==> config.mk <==
export PLATFORM = sky130hd
export DESIGN_NAME = dsp_mac_sequencer_flat
export DESIGN_NICKNAME = d
export VERILOG_FILES = /design/src/rtl/dsp_ctrl_pkg.sv /design/src/rtl/dsp_mac_sequencer_if.sv /design/src/rtl/dsp_tag_pipe.sv /design/src/rtl/dsp_mac_sequencer.sv /design/src/flat_wrapper.sv
export SDC_FILE = /design/constraint.sdc
export NUM_CORES = 1
export LEC_CHECK = 0
export CAP_MARGIN = 20
export CELL_PAD_IN_SITES_DETAIL_PLACEMENT = 1
export CELL_PAD_IN_SITES_GLOBAL_PLACEMENT = 2
export CORE_MARGIN = 10
export CORE_UTILIZATION = 24
export DETAILED_ROUTE_END_ITERATION = 8
export PLACE_DENSITY = 0.88
export RECOVER_POWER = 50
export REMOVE_ABC_BUFFERS = 1
export SYNTH_ARGS = -nofsm -noshare
export SYNTH_HDL_FRONTEND = slang
export SYNTH_SLANG_ARGS = --single-unit
export TNS_END_PERCENT = 1
==> constraint.sdc <==
create_clock -name clk -period 4.4 [get_ports clk]
set_clock_uncertainty 0.15 [all_clocks]
set_input_delay 0.88 -clock clk [delete_from_list [all_inputs] [get_ports clk]]
set_output_delay 0.88 -clock clk [all_outputs]
set_load 0.005 [all_outputs]
==> src/rtl/dsp_ctrl_pkg.sv <==
// rtl/dsp_ctrl_pkg.sv - OPMODE field constants, composed opmodes, FSM states and tag type
package dsp_ctrl_pkg;

  // X mux select, OPMODE[1:0]
  localparam logic [1:0] X_ZERO = 2'b00;
  localparam logic [1:0] X_M    = 2'b01;

  // Z mux select, OPMODE[3:2]
  localparam logic [1:0] Z_ZERO = 2'b00;
  localparam logic [1:0] Z_P    = 2'b10;
  localparam logic [1:0] Z_C    = 2'b11;

  // Pre-adder, carry-in, pre-subtract and post-subtract are never used
  localparam logic [3:0] OPM_HI = 4'b0000;

  localparam logic [7:0] OPM_OFF       = 8'h00;
  localparam logic [7:0] OPM_FIRST     = {OPM_HI, Z_ZERO, X_M};  // P = M
  localparam logic [7:0] OPM_ACC       = {OPM_HI, Z_P,    X_M};  // P = P + M
  localparam logic [7:0] OPM_HOLD      = {OPM_HI, Z_P,    X_ZERO}; // P = P
  localparam logic [7:0] OPM_FIRST_RND = {OPM_HI, Z_C,    X_M};  // P = M + C

  typedef enum logic [1:0] {
    ST_IDLE,
    ST_ACC,
    ST_DRAIN,
    ST_DONE
  } state_e;

  typedef struct packed {
    logic valid;
    logic first;
    logic last;
  } tag_t;

endpackage

==> src/rtl/dsp_mac_sequencer_if.sv <==
// rtl/dsp_mac_sequencer_if.sv - command, sample, result and DSP-slice signal bundle
interface dsp_mac_sequencer_if #(
  parameter int LEN_W = 8
);
  logic             cmd_valid;
  logic             cmd_ready;
  logic [LEN_W-1:0] cmd_len;
  logic             s_valid;
  logic             s_ready;
  logic [17:0]      s_a;
  logic [17:0]      s_b;
  logic             m_valid;
  logic             m_ready;
  logic [47:0]      m_result;
  logic [17:0]      dsp_A;
  logic [17:0]      dsp_B;
  logic [17:0]      dsp_D;
  logic [47:0]      dsp_C;
  logic [7:0]       dsp_OPMODE;
  logic             dsp_CE;
  logic             dsp_RST;
  logic [47:0]      dsp_P;

  // Sequencer side
  modport master (
    input  cmd_valid, cmd_len, s_valid, s_a, s_b, m_ready, dsp_P,
    output cmd_ready, s_ready, m_valid, m_result,
    output dsp_A, dsp_B, dsp_D, dsp_C, dsp_OPMODE, dsp_CE, dsp_RST
  );

  // Upstream logic plus DSP slice side
  modport slave (
    output cmd_valid, cmd_len, s_valid, s_a, s_b, m_ready, dsp_P,
    input  cmd_ready, s_ready, m_valid, m_result,
    input  dsp_A, dsp_B, dsp_D, dsp_C, dsp_OPMODE, dsp_CE, dsp_RST
  );
endinterface

==> src/rtl/dsp_tag_pipe.sv <==
// rtl/dsp_tag_pipe.sv - fixed-depth shift register delaying {valid, first, last} sample tags
module dsp_tag_pipe
  import dsp_ctrl_pkg::*;
#(
  parameter int DEPTH = 1
) (
  input  logic clk_i,
  input  logic rst_i,
  input  tag_t tag_i,
  output tag_t tag_o
);

  tag_t stage_q [DEPTH];

  // Shift tags one stage per cycle; reset empties the pipe so no stale opmode survives an abort
  always_ff @(posedge clk_i) begin
    if (rst_i) begin
      for (int i = 0; i < DEPTH; i++) stage_q[i] <= '0;
    end else begin
      stage_q[0] <= tag_i;
      for (int i = 1; i < DEPTH; i++) stage_q[i] <= stage_q[i-1];
    end
  end

  assign tag_o = stage_q[DEPTH-1];

endmodule

==> src/rtl/dsp_mac_sequencer.sv <==
// rtl/dsp_mac_sequencer.sv - streaming MAC controller for one DSP slice; DSP_MAC_ROUND_EN adds ROUND_C
module dsp_mac_sequencer
  import dsp_ctrl_pkg::*;
#(
  parameter int          LEN_W     = 8,
  parameter int          OPM_ALIGN = 1,
  parameter int          RES_LAT   = 3,
  parameter logic [47:0] ROUND_C   = 48'h0
) (
  input logic clk,
  input logic RST,
  dsp_mac_sequencer_if.master bus
);

`ifdef DSP_MAC_ROUND_EN
  localparam bit RND_EN = 1'b1;
`else
  localparam bit RND_EN = 1'b0;
`endif

  localparam logic [7:0]  OPM_FIRST_SEL = RND_EN ? OPM_FIRST_RND : OPM_FIRST;
  localparam logic [47:0] C_VAL         = RND_EN ? ROUND_C : 48'h0;
  // Cycles to wait after the last tag leaves the pipe so capture lands RES_LAT+2 edges after the last handshake
  localparam int DRAIN_WAIT = RES_LAT + 1 - OPM_ALIGN;
  localparam int CNT_W      = $clog2(DRAIN_WAIT + 2);

  state_e           state_q, state_d;
  logic [LEN_W-1:0] rem_q, rem_d;
  logic             first_q, first_d;
  logic [17:0]      a_q, a_d, b_q, b_d;
  logic [7:0]       opm_q, opm_d;
  logic [47:0]      c_q;
  logic [47:0]      res_q, res_d;
  logic [CNT_W-1:0] cnt_q, cnt_d;
  logic             armed_q, armed_d;
  tag_t             tag_in, tag_out;

  dsp_tag_pipe #(.DEPTH(OPM_ALIGN)) u_tag_pipe (
    .clk_i (clk),
    .rst_i (RST),
    .tag_i (tag_in),
    .tag_o (tag_out)
  );

  // FSM state register
  always_ff @(posedge clk) begin
    if (RST) state_q <= ST_IDLE;
    else     state_q <= state_d;
  end

  // Next state plus job bookkeeping: sample capture, remaining count, drain timer, result capture
  always_comb begin
    state_d = state_q;
    rem_d   = rem_q;
    first_d = first_q;
    a_d     = a_q;
    b_d     = b_q;
    res_d   = res_q;
    cnt_d   = cnt_q;
    armed_d = armed_q;
    tag_in  = '0;
    unique case (state_q)
      ST_IDLE: begin
        if (bus.cmd_valid) begin
          if (bus.cmd_len == '0) begin
            state_d = ST_DONE;
            res_d   = C_VAL;
          end else begin
            state_d = ST_ACC;
            rem_d   = bus.cmd_len;
            first_d = 1'b1;
          end
        end
      end
      ST_ACC: begin
        if (bus.s_valid) begin
          a_d          = bus.s_a;
          b_d          = bus.s_b;
          rem_d        = rem_q - LEN_W'(1);
          first_d      = 1'b0;
          tag_in.valid = 1'b1;
          tag_in.first = first_q;
          tag_in.last  = (rem_q == LEN_W'(1));
          if (rem_q == LEN_W'(1)) state_d = ST_DRAIN;
        end
      end
      ST_DRAIN: begin
        if (tag_out.valid && tag_out.last) begin
          armed_d = 1'b1;
          cnt_d   = CNT_W'(DRAIN_WAIT);
        end else if (armed_q) begin
          if (cnt_q == '0) begin
            res_d   = bus.dsp_P;
            armed_d = 1'b0;
            state_d = ST_DONE;
          end else begin
            cnt_d = cnt_q - CNT_W'(1);
          end
        end
      end
      ST_DONE: begin
        if (bus.m_ready) state_d = ST_IDLE;
      end
      default: state_d = ST_IDLE;
    endcase
  end

  // OPMODE follows the delayed tag while a job runs; the slice is idle (all zero) otherwise
  always_comb begin
    opm_d = OPM_OFF;
    if (state_q == ST_ACC || state_q == ST_DRAIN) begin
      if (tag_out.valid) opm_d = tag_out.first ? OPM_FIRST_SEL : OPM_ACC;
      else               opm_d = OPM_HOLD;
    end
  end

  // Datapath and control registers
  always_ff @(posedge clk) begin
    if (RST) begin
      rem_q   <= '0;
      first_q <= 1'b0;
      a_q     <= '0;
      b_q     <= '0;
      opm_q   <= OPM_OFF;
      c_q     <= '0;
      res_q   <= '0;
      cnt_q   <= '0;
      armed_q <= 1'b0;
    end else begin
      rem_q   <= rem_d;
      first_q <= first_d;
      a_q     <= a_d;
      b_q     <= b_d;
      opm_q   <= opm_d;
      c_q     <= C_VAL;
      res_q   <= res_d;
      cnt_q   <= cnt_d;
      armed_q <= armed_d;
    end
  end

  assign bus.cmd_ready  = (state_q == ST_IDLE);
  assign bus.s_ready    = (state_q == ST_ACC);
  assign bus.m_valid    = (state_q == ST_DONE);
  assign bus.m_result   = res_q;
  assign bus.dsp_A      = a_q;
  assign bus.dsp_B      = b_q;
  assign bus.dsp_D      = '0;
  assign bus.dsp_C      = c_q;
  assign bus.dsp_OPMODE = opm_q;
  assign bus.dsp_CE     = 1'b1;
  // Slice registers clear on the same edge as the sequencer
  assign bus.dsp_RST    = RST;

endmodule
==> src/flat_wrapper.sv <==
// flat-port wrapper written by rule: the top's interface ports become plain ports
module dsp_mac_sequencer_flat import dsp_ctrl_pkg::*;
#(
  parameter int          LEN_W     = 8,
  parameter int          OPM_ALIGN = 1,
  parameter int          RES_LAT   = 3,
  parameter logic [47:0] ROUND_C   = 48'h0
)
  (clk, RST, bus_cmd_valid, bus_cmd_len, bus_s_valid, bus_s_a, bus_s_b, bus_m_ready, bus_dsp_P, bus_cmd_ready, bus_s_ready, bus_m_valid, bus_m_result, bus_dsp_A, bus_dsp_B, bus_dsp_D, bus_dsp_C, bus_dsp_OPMODE, bus_dsp_CE, bus_dsp_RST);
  dsp_mac_sequencer_if #(.LEN_W(LEN_W)) bus_i ();
  input logic clk;
  input logic RST;
  input wire logic [$bits(bus_i.cmd_valid)-1:0] bus_cmd_valid;
  input wire logic [$bits(bus_i.cmd_len)-1:0] bus_cmd_len;
  input wire logic [$bits(bus_i.s_valid)-1:0] bus_s_valid;
  input wire logic [$bits(bus_i.s_a)-1:0] bus_s_a;
  input wire logic [$bits(bus_i.s_b)-1:0] bus_s_b;
  input wire logic [$bits(bus_i.m_ready)-1:0] bus_m_ready;
  input wire logic [$bits(bus_i.dsp_P)-1:0] bus_dsp_P;
  output wire logic [$bits(bus_i.cmd_ready)-1:0] bus_cmd_ready;
  output wire logic [$bits(bus_i.s_ready)-1:0] bus_s_ready;
  output wire logic [$bits(bus_i.m_valid)-1:0] bus_m_valid;
  output wire logic [$bits(bus_i.m_result)-1:0] bus_m_result;
  output wire logic [$bits(bus_i.dsp_A)-1:0] bus_dsp_A;
  output wire logic [$bits(bus_i.dsp_B)-1:0] bus_dsp_B;
  output wire logic [$bits(bus_i.dsp_D)-1:0] bus_dsp_D;
  output wire logic [$bits(bus_i.dsp_C)-1:0] bus_dsp_C;
  output wire logic [$bits(bus_i.dsp_OPMODE)-1:0] bus_dsp_OPMODE;
  output wire logic [$bits(bus_i.dsp_CE)-1:0] bus_dsp_CE;
  output wire logic [$bits(bus_i.dsp_RST)-1:0] bus_dsp_RST;
  assign bus_i.cmd_valid = bus_cmd_valid;
  assign bus_i.cmd_len = bus_cmd_len;
  assign bus_i.s_valid = bus_s_valid;
  assign bus_i.s_a = bus_s_a;
  assign bus_i.s_b = bus_s_b;
  assign bus_i.m_ready = bus_m_ready;
  assign bus_i.dsp_P = bus_dsp_P;
  assign bus_cmd_ready = bus_i.cmd_ready;
  assign bus_s_ready = bus_i.s_ready;
  assign bus_m_valid = bus_i.m_valid;
  assign bus_m_result = bus_i.m_result;
  assign bus_dsp_A = bus_i.dsp_A;
  assign bus_dsp_B = bus_i.dsp_B;
  assign bus_dsp_D = bus_i.dsp_D;
  assign bus_dsp_C = bus_i.dsp_C;
  assign bus_dsp_OPMODE = bus_i.dsp_OPMODE;
  assign bus_dsp_CE = bus_i.dsp_CE;
  assign bus_dsp_RST = bus_i.dsp_RST;
  dsp_mac_sequencer #(.LEN_W(LEN_W), .OPM_ALIGN(OPM_ALIGN), .RES_LAT(RES_LAT), .ROUND_C(ROUND_C)) u_core (.clk(clk), .RST(RST), .bus(bus_i));
endmodule
==> results of run 1 <==
[power by group]
group	total, uW	switching [uW]	leakage [uW]	internal [uW]
clock	799	408	0.000129	391
combinational	866	526	0.00181	339
sequential	1070	53.0	0.000842	1020
[cells in the mapped netlist, types with 2 or more instances]
master    count  share of area, %
clkbuf_1     43               2.9
a211oi_1      2              0.27
and4_1        2              0.31
ha_1          9               2.0
buf_2        10              0.89
nor3_1        4              0.35
and3_1        4              0.44
a221oi_1      2              0.31
buf_4        78                10
a22oi_1       2              0.27
inv_1        12              0.80
o22a_1        2              0.31
or4_4         2              0.40
nand2b_1      4              0.44
a21oi_1      96               8.5
o22ai_1       2              0.22
nor4_4        2              0.75
dfxtp_1     104                37
nand2_1     208                14
and2_1        4              0.44
nor2_1        7              0.47
o21ai_0      11              0.97
conb_1        2              0.13
nand3_1       9              0.80
nor4_1        2              0.22
buf_1         3              0.20
mux2i_1       4              0.71
o32ai_1       6              0.93
nor2b_1       2              0.22
a31oi_1      45               5.0
a41oi_1      41               6.4
[through the flow]
stage,instances,worst slack (ns)
global placement,1198,1.26
global route,1214,0.836
floorplan,682,0.620
detailed placement,1198,1.19
finish,1214,1.14
CTS,1213,1.34
[registers in the layout, summed over array words and instances, names as in the netlist]
signal                     count
u_core.bus.dsp_B              18
u_core.bus.m_result           48
u_core.bus.dsp_A              18
u_core.u_tag_pipe.stage_q      3
u_core.bus.dsp_OPMODE          2
u_core.state_q                 2
u_core.armed_q                 1
u_core.rem_q                   8
u_core.cnt_q                   3
u_core.first_q                 1
[cell usage in the layout (no fill, tap or decap), drive strengths merged, types with 2 or more instances in the layout]
master,count
inv,16
a21boi,2
nand2b,4
dfxtp,104
mux2i,4
nor2b,2
a41oi,41
a31oi,45
o21ai,12
nor3,4
buf,9
and2,5
a211oi,3
nand2,208
o22ai,2
a22oi,2
a21oi,96
conb,73
o32ai,6
nand3,9
and3,4
clkdlybuf4s50,132
and4,2
clkbuf,12
nor4,4
dlygate4sd3,53
clkinvlp,2
o22a,2
or4,3
a221oi,3
ha,9
nor2,7
[worst min-delay path, cell delays in order, from the launching register on]
cell	delay, ns
dfxtp_1	0.31
nand2_1	0.05
a21oi_1	0.05
[path summary, 6_finish.rpt]
path,slack (ns),startpoint,endpoint,cells past startpoint
max,1.14,bus_s_valid,u_core.u_tag_pipe.stage_q[0][0]$_SDFF_PP0_,5
min,0.30,u_core.bus.dsp_B[13]$_SDFFE_PP0P_,u_core.bus.dsp_B[13]$_SDFFE_PP0P_,2
max reg2reg,1.36,u_core.state_q[1]$_SDFFE_PP0P_,u_core.u_tag_pipe.stage_q[0][0]$_SDFF_PP0_,6
min reg2reg,0.30,u_core.bus.dsp_B[13]$_SDFFE_PP0P_,u_core.bus.dsp_B[13]$_SDFFE_PP0P_,2
[cells by family after synthesis]
kind of cell    Yosys count
flops                   104
simple gates            257
other cells               2
buf+inv                 147
compound gates          221
fa+ha+maj                 9
mux                       5
[layout make-up]
type / count / area [um2] / area share (%)
Antenna cell: 1 / 2.50 / 0.0323
Clock buffer: 9 / 225 / 2.91
Clock inverter: 6 / 50.0 / 0.647
Inverter: 13 / 48.8 / 0.630
Multi-Input combinational cell: 565 / 3000 / 38.7
Sequential cell: 104 / 2080 / 26.9
Tap cell: 319 / 399 / 5.16
Timing Repair Buffer: 197 / 1940 / 25.0
[metal layers]
layer | part of all wire [%] | routed length, um | global-route usage (%) | vias up
met5 | 0 | 0 | 0 | -
met4 | 2.0 | 440 | 4.96 | 0
met3 | 4.0 | 885 | 2.48 | 21
met2 | 50 | 11200 | 24.7 | 134
met1 | 44 | 9710 | 16.9 | 2810
li1 | - | - | - | 2758
==> results.py, run 1 <==
metrics = {
    "status": {
        "status": "complete, but fails checks",
        "violations": "capacitance limit, slew limit",
    },
    "logic_synthesis": {
        "synth_mux_area_share_pct": 0.908,
        "synthAdderAreaFrac_pct": 1.99,
        "ys.flop_type": "dfxtp_1",
        "ys_warn_count": 0,
        "synth_top_family_by_area": "compound AO/OA/AOI/OAI gates",
        "synth-compound-area-share_pct": 25.3,
        "yosysSeqAreaShare_pct": 36.8,
        "synthXorXnorAreaFrac_pct": 0,
        "synth_cell_type_count": 52,
        "synth_simple_gate_area_share_pct": 19.6,
        "netlist_area_mm2": 0.00565,
        "synth_edf_count": 0,
        "async_reset_ff_share_pct": 0,
        "ys_seq_elements": 104,
        "syn-instance-count": 745,
        "synth.avg_cell_area_um2": 7.58,
    },
    "cts": {
        "cts_sinks": 104,
        "clockBufferDepth": 2,
        "cts.root.buffer_cell": "clkbuf_16",
        "insertion_delay_ns": 0.35,
        "clkTransAtPathRegs_ns": 0.07,
        "ctsResizeCount": 0,
        "tritoncts": "done",
        "ctsHtreeMaxLevel": 3,
        "cts_buffers": 9,
        "ctsHoldBuffers": 0,
        "post_cts.repair.setup_buffers": 0,
    },
    "die": {
        "die_area_mm2": 0.0301,
        "die-height_um": 173,
        "initial_core_util_pct": 24.2,
        "pin_count": 260,
        "core_area_mm2": 0.0233,
        "fp.dieW_um": 173,
        "rows": 56,
    },
    "drt": {
        "wl_per_cell_um": 18.3,
        "dr.pass1.iters": 4,
        "totalWireLength_um": 22300,
        "num_vias": 5723,
        "drt_iter0_drc": 301,
        "drc": 0,
        "viasPerCell": 4.71,
        "drtAntennaViolNets": 0,
    },
    "timing": {
        "rsz0062_at_grt": "false",
        "finalSetupViolCount": 0,
        "period_share_pct": 74.1,
        "drv_slew": 38,
        "min_period_ns": 3.26,
        "final_hold_viol_count": 0,
        "hold_slack_ns": 0.300,
        "tightest_slew_ns": 1.87,
        "fin_tns_setup_ns": 0,
        "fmax_mhz": 307,
        "slew_headroom_pct": -24.5,
    },
    "setup_path": {
        "slowest_delay_ns": 1.34,
        "crit_buf_inv": 2,
        "path_class": "in2reg",
        "cp_slowest_cell": "clkbuf_1",
        "cp-end-kind": "flop",
        "path_cells": "dlygate4sd3_1, nand2_1, clkbuf_1, nor2_1, and4_1",
        "cp_max_fo": 37,
        "arrival_ns": 3.36,
        "cp-start-kind": "input port",
        "critPathTopFamily": "buffers and inverters",
        "cp.required_ns": 4.50,
    },
    "layout": {
        "utilization_pct": 33.2,
        "fin_nets": 996,
        "fillers": 2843,
        "area_delta_synth_final_pct": 37.0,
        "final_layout_size_suffix_gt1_share_pct": 4.14,
        "fin_area_mm2": 0.00774,
    },
    "placed_design": {
        "place_area_mm2": 0.00747,
        "portBuffers": 186,
        "gp_congestion": 0.764,
        "hpwl_um": 15500,
    },
    "pwr": {
        "p_leak_uw": 0.00278,
        "ir_drop_mv": 0.181,
        "finalPower_uw": 2730,
        "power_density_mw_per_mm2": 353,
    },
    "global_route": {
        "antenna_found_initial": 1,
        "grt_pass1_wl_um": 34400,
        "grt_overflow": 0,
        "first_global_vias": 5844,
        "grt_usage_pct": 14.1,
        "grt_max_degree": 68,
    },
    "hold_path": {
        "hold_class": "reg2reg",
    },
    "run": {
        "drv_cap": 1,
    },
}
Note: power is estimated with default switching activity, not from simulation.
==> run 2, diff against run 1 <==
--- a/config.mk
+++ b/config.mk
@@ -9,9 +9,9 @@
 export CELL_PAD_IN_SITES_DETAIL_PLACEMENT = 1
 export CELL_PAD_IN_SITES_GLOBAL_PLACEMENT = 2
 export CORE_MARGIN = 10
-export CORE_UTILIZATION = 24
+export CORE_UTILIZATION = 22
 export DETAILED_ROUTE_END_ITERATION = 8
-export PLACE_DENSITY = 0.88
+export PLACE_DENSITY = 0.82
 export RECOVER_POWER = 50
 export REMOVE_ABC_BUFFERS = 1
 export SYNTH_ARGS = -nofsm -noshare
==> constraint.sdc (replaced) <==
create_clock -name clk -period 3.05 [get_ports clk]
set_clock_uncertainty 0.15 [all_clocks]
set_input_delay 0.61 -clock clk [delete_from_list [all_inputs] [get_ports clk]]
set_output_delay 0.61 -clock clk [all_outputs]
set_load 0.005 [all_outputs]
==> run 2 against run 1 <==
- the run now ends clean
- die area is 8.0% higher
- total power increased by 48%
- global-route usage is 1.1 points lower
- flip-flop and latch count unchanged
- via count is 0.79% lower
- worst setup slack got worse by 0.83 ns
- sequential share of layout area shrank 0.40 points
- non-clock buffer count is 7 higher
- largest cell class unchanged
- largest power group unchanged
- highest routed layer unchanged
==> results.py, run 2 (synthesis results as in run 1) <==
metrics = {
    "die": {
        "die_area_mm2": 0.0325,
        "die-height_um": 180,
        "core_area_mm2": 0.0253,
        "fp.dieW_um": 180,
        "rows": 58,
        "initial_core_util_pct": 22.4,
        "pin_count": 260,
    },
    "setup_path": {
        "slowest_delay_ns": 0.51,
        "arrival_ns": 1.98,
        "rrSetupSlack_ns": 0.64,
        "reg2reg_from": "u_core.state_q[1]$_SDFFE_PP0P_",
        "cp_slowest_cell": "clkdlybuf4s50_1",
        "cp.required_ns": 2.29,
        "path_class": "reg2out",
        "crit_buf_inv": 3,
        "cp-start-kind": "flop",
        "cp-end-kind": "primary output",
        "critPathTopFamily": "buffers and inverters",
        "cp_max_fo": 10,
        "ff2ff_path_depth": 7,
        "r2r_end": "u_core.rem_q[3]$_SDFFE_PP0P_",
        "path_cells": "inv_1, ha_1, buf_4, clkdlybuf4s50_1",
    },
    "layout": {
        "multiInputGateArea_mm2": 0.00300,
        "final_layout_size_suffix_gt1_share_pct": 5.10,
        "area_delta_synth_final_pct": 39.1,
        "layout_common_cells": "nand2_1 (208), dfxtp_1 (104), clkdlybuf4s50_1 (99)",
        "utilization_pct": 31.1,
        "fillers": 3058,
        "fin_nets": 1003,
        "seq_area_mm2": 0.00208,
        "largest_register_ffs": 48,
        "layout_commonest_cell": "nand2_1",
    },
    "cts": {
        "cts_buffers": 9,
        "cts.root.buffer_cell": "clkbuf_16",
        "post_cts.repair.setup_buffers": 0,
        "ctsHoldBuffers": 0,
        "tritoncts": "done",
        "clockBufferDepth": 2,
        "clkTransAtPathRegs_ns": 0.08,
        "cts_sinks": 104,
        "ctsResizeCount": 0,
        "insertion_delay_ns": 0.35,
        "ctsHtreeMaxLevel": 3,
    },
    "timing": {
        "slew_headroom_pct": 18.1,
        "worst_slack_ns": 0.308,
        "min_period_ns": 2.74,
        "tightest_slew_ns": 1.23,
        "rsz0062_at_grt": "false",
        "finalSetupViolCount": 0,
        "final_hold_viol_count": 0,
        "period_share_pct": 89.9,
        "fmax_mhz": 365,
        "drv_slew": 0,
    },
    "drt": {
        "drc": 0,
        "wl_per_cell_um": 18.0,
        "num_vias": 5678,
        "drtAntennaViolNets": 0,
        "viasPerCell": 4.61,
        "drt_iter0_drc": 324,
        "totalWireLength_um": 22200,
        "dr.pass1.iters": 4,
    },
    "pwr": {
        "p_leak_uw": 0.00295,
        "ir_drop_mv": 0.252,
        "power_density_mw_per_mm2": 515,
    },
    "hold_path": {
        "hp-start": "u_core.bus.dsp_A[1]$_SDFFE_PP0P_",
        "hold_path_end": "u_core.bus.dsp_A[1]$_SDFFE_PP0P_",
        "whs_path_depth": 2,
        "hold_class": "reg2reg",
    },
    "global_route": {
        "first_global_vias": 5839,
        "grt_overflow": 0,
        "grt_usage_pct": 13.0,
        "antenna_found_initial": 1,
        "grt_max_degree": 83,
        "grt_pass1_wl_um": 34800,
    },
    "placed_design": {
        "gp_congestion": 0.740,
        "pre_cts_ws_ns": 0.449,
        "hpwl_um": 15700,
        "portBuffers": 186,
    },
    "status": {
        "status": "finished, final reports clean",
    },
    "run": {
        "drv_cap": 0,
    },
}
## run 2: cell types whose count changed in the layout (fill, tap and decap cells not counted), sizes merged
cell,delta
clkbuf,+1
buf,+7
clkinv,+2
inv,-1
clkinvlp,-1
dlygate4sd3,+33
clkdlybuf4s50,-33
## run 2: routing by layer
layer  global-route usage [%]  up-vias  wire, um
met5                        0        -         0
met1                     15.7     2742      9690
li1                         -     2779         -
met3                     3.15       16      1080
met2                     22.4      141     11100
met4                     3.84        0       357
## run 2: where the power goes
group	internal [uW]	switching, uW
Clock	599	608
Combinational	517	777
Sequential	1470	79.0
Total	2580	1460
## run 2: how the worst max path moves through the flow
| stage | from | to | slack (ns) | cells after the start |
|---|---|---|---|---|
| 2_1_floorplan | u_core.state_q[0]$_SDFFE_PP0P_ | u_core.bus.m_result[0]$_SDFFE_PP0P_ | -0.73 | 6 |
| 3_3_place_gp | bus_cmd_len[5] | u_core.bus.m_result[1]$_SDFFE_PP0P_ | 0.49 | 5 |
| 3_5_place_dp | bus_cmd_len[1] | u_core.rem_q[3]$_SDFFE_PP0P_ | 0.45 | 6 |
| 4_1_cts | u_core.state_q[1]$_SDFFE_PP0P_ | bus_s_ready | 0.28 | 4 |
| 5_1_grt | u_core.state_q[1]$_SDFFE_PP0P_ | bus_s_ready | 0.17 | 4 |
| 6_report | u_core.state_q[1]$_SDFFE_PP0P_ | bus_s_ready | 0.31 | 4 |
## run 2: worst reg2reg max path, delay by kind of cell (launching register included)
family | cells | cell delay, ns
and+or+nand+nor | 1 | 0.36
AOI/OAI and AO/OA | 2 | 0.23
muxes | 1 | 0.44
buffers and inverters | 2 | 0.31
adders and majority gates | 1 | 0.43
DFF | 1 | 0.35
## run 2: final cells by class
| type | count | area share [%] |
|---|---|---|
| well taps | 330 | 5.25 |
| repair buffers | 204 | 25.6 |
| inverters | 13 | 0.621 |
| flip-flops and latches | 104 | 26.5 |
| multi-input cells | 565 | 38.2 |
| clock buffers | 10 | 3.04 |
| diodes | 1 | 0.0318 |
| clock inverters | 6 | 0.780 |
## run 2: through the flow
step | total power [uW] | cells | hold slack (ns) | instance area (um2) | TNS [ns]
after floorplan | 2230 | 682 | 0.297 | 5110 | -29.93
after global placement | 2900 | 1216 | 0.292 | 7560 | 0
after detailed placement | 2900 | 1216 | 0.298 | 7560 | 0
after CTS | 4130 | 1232 | 0.309 | 7860 | 0
after global routing | 4320 | 1233 | 0.319 | 7860 | 0
final | 4050 | 1233 | 0.304 | 7860 | 0
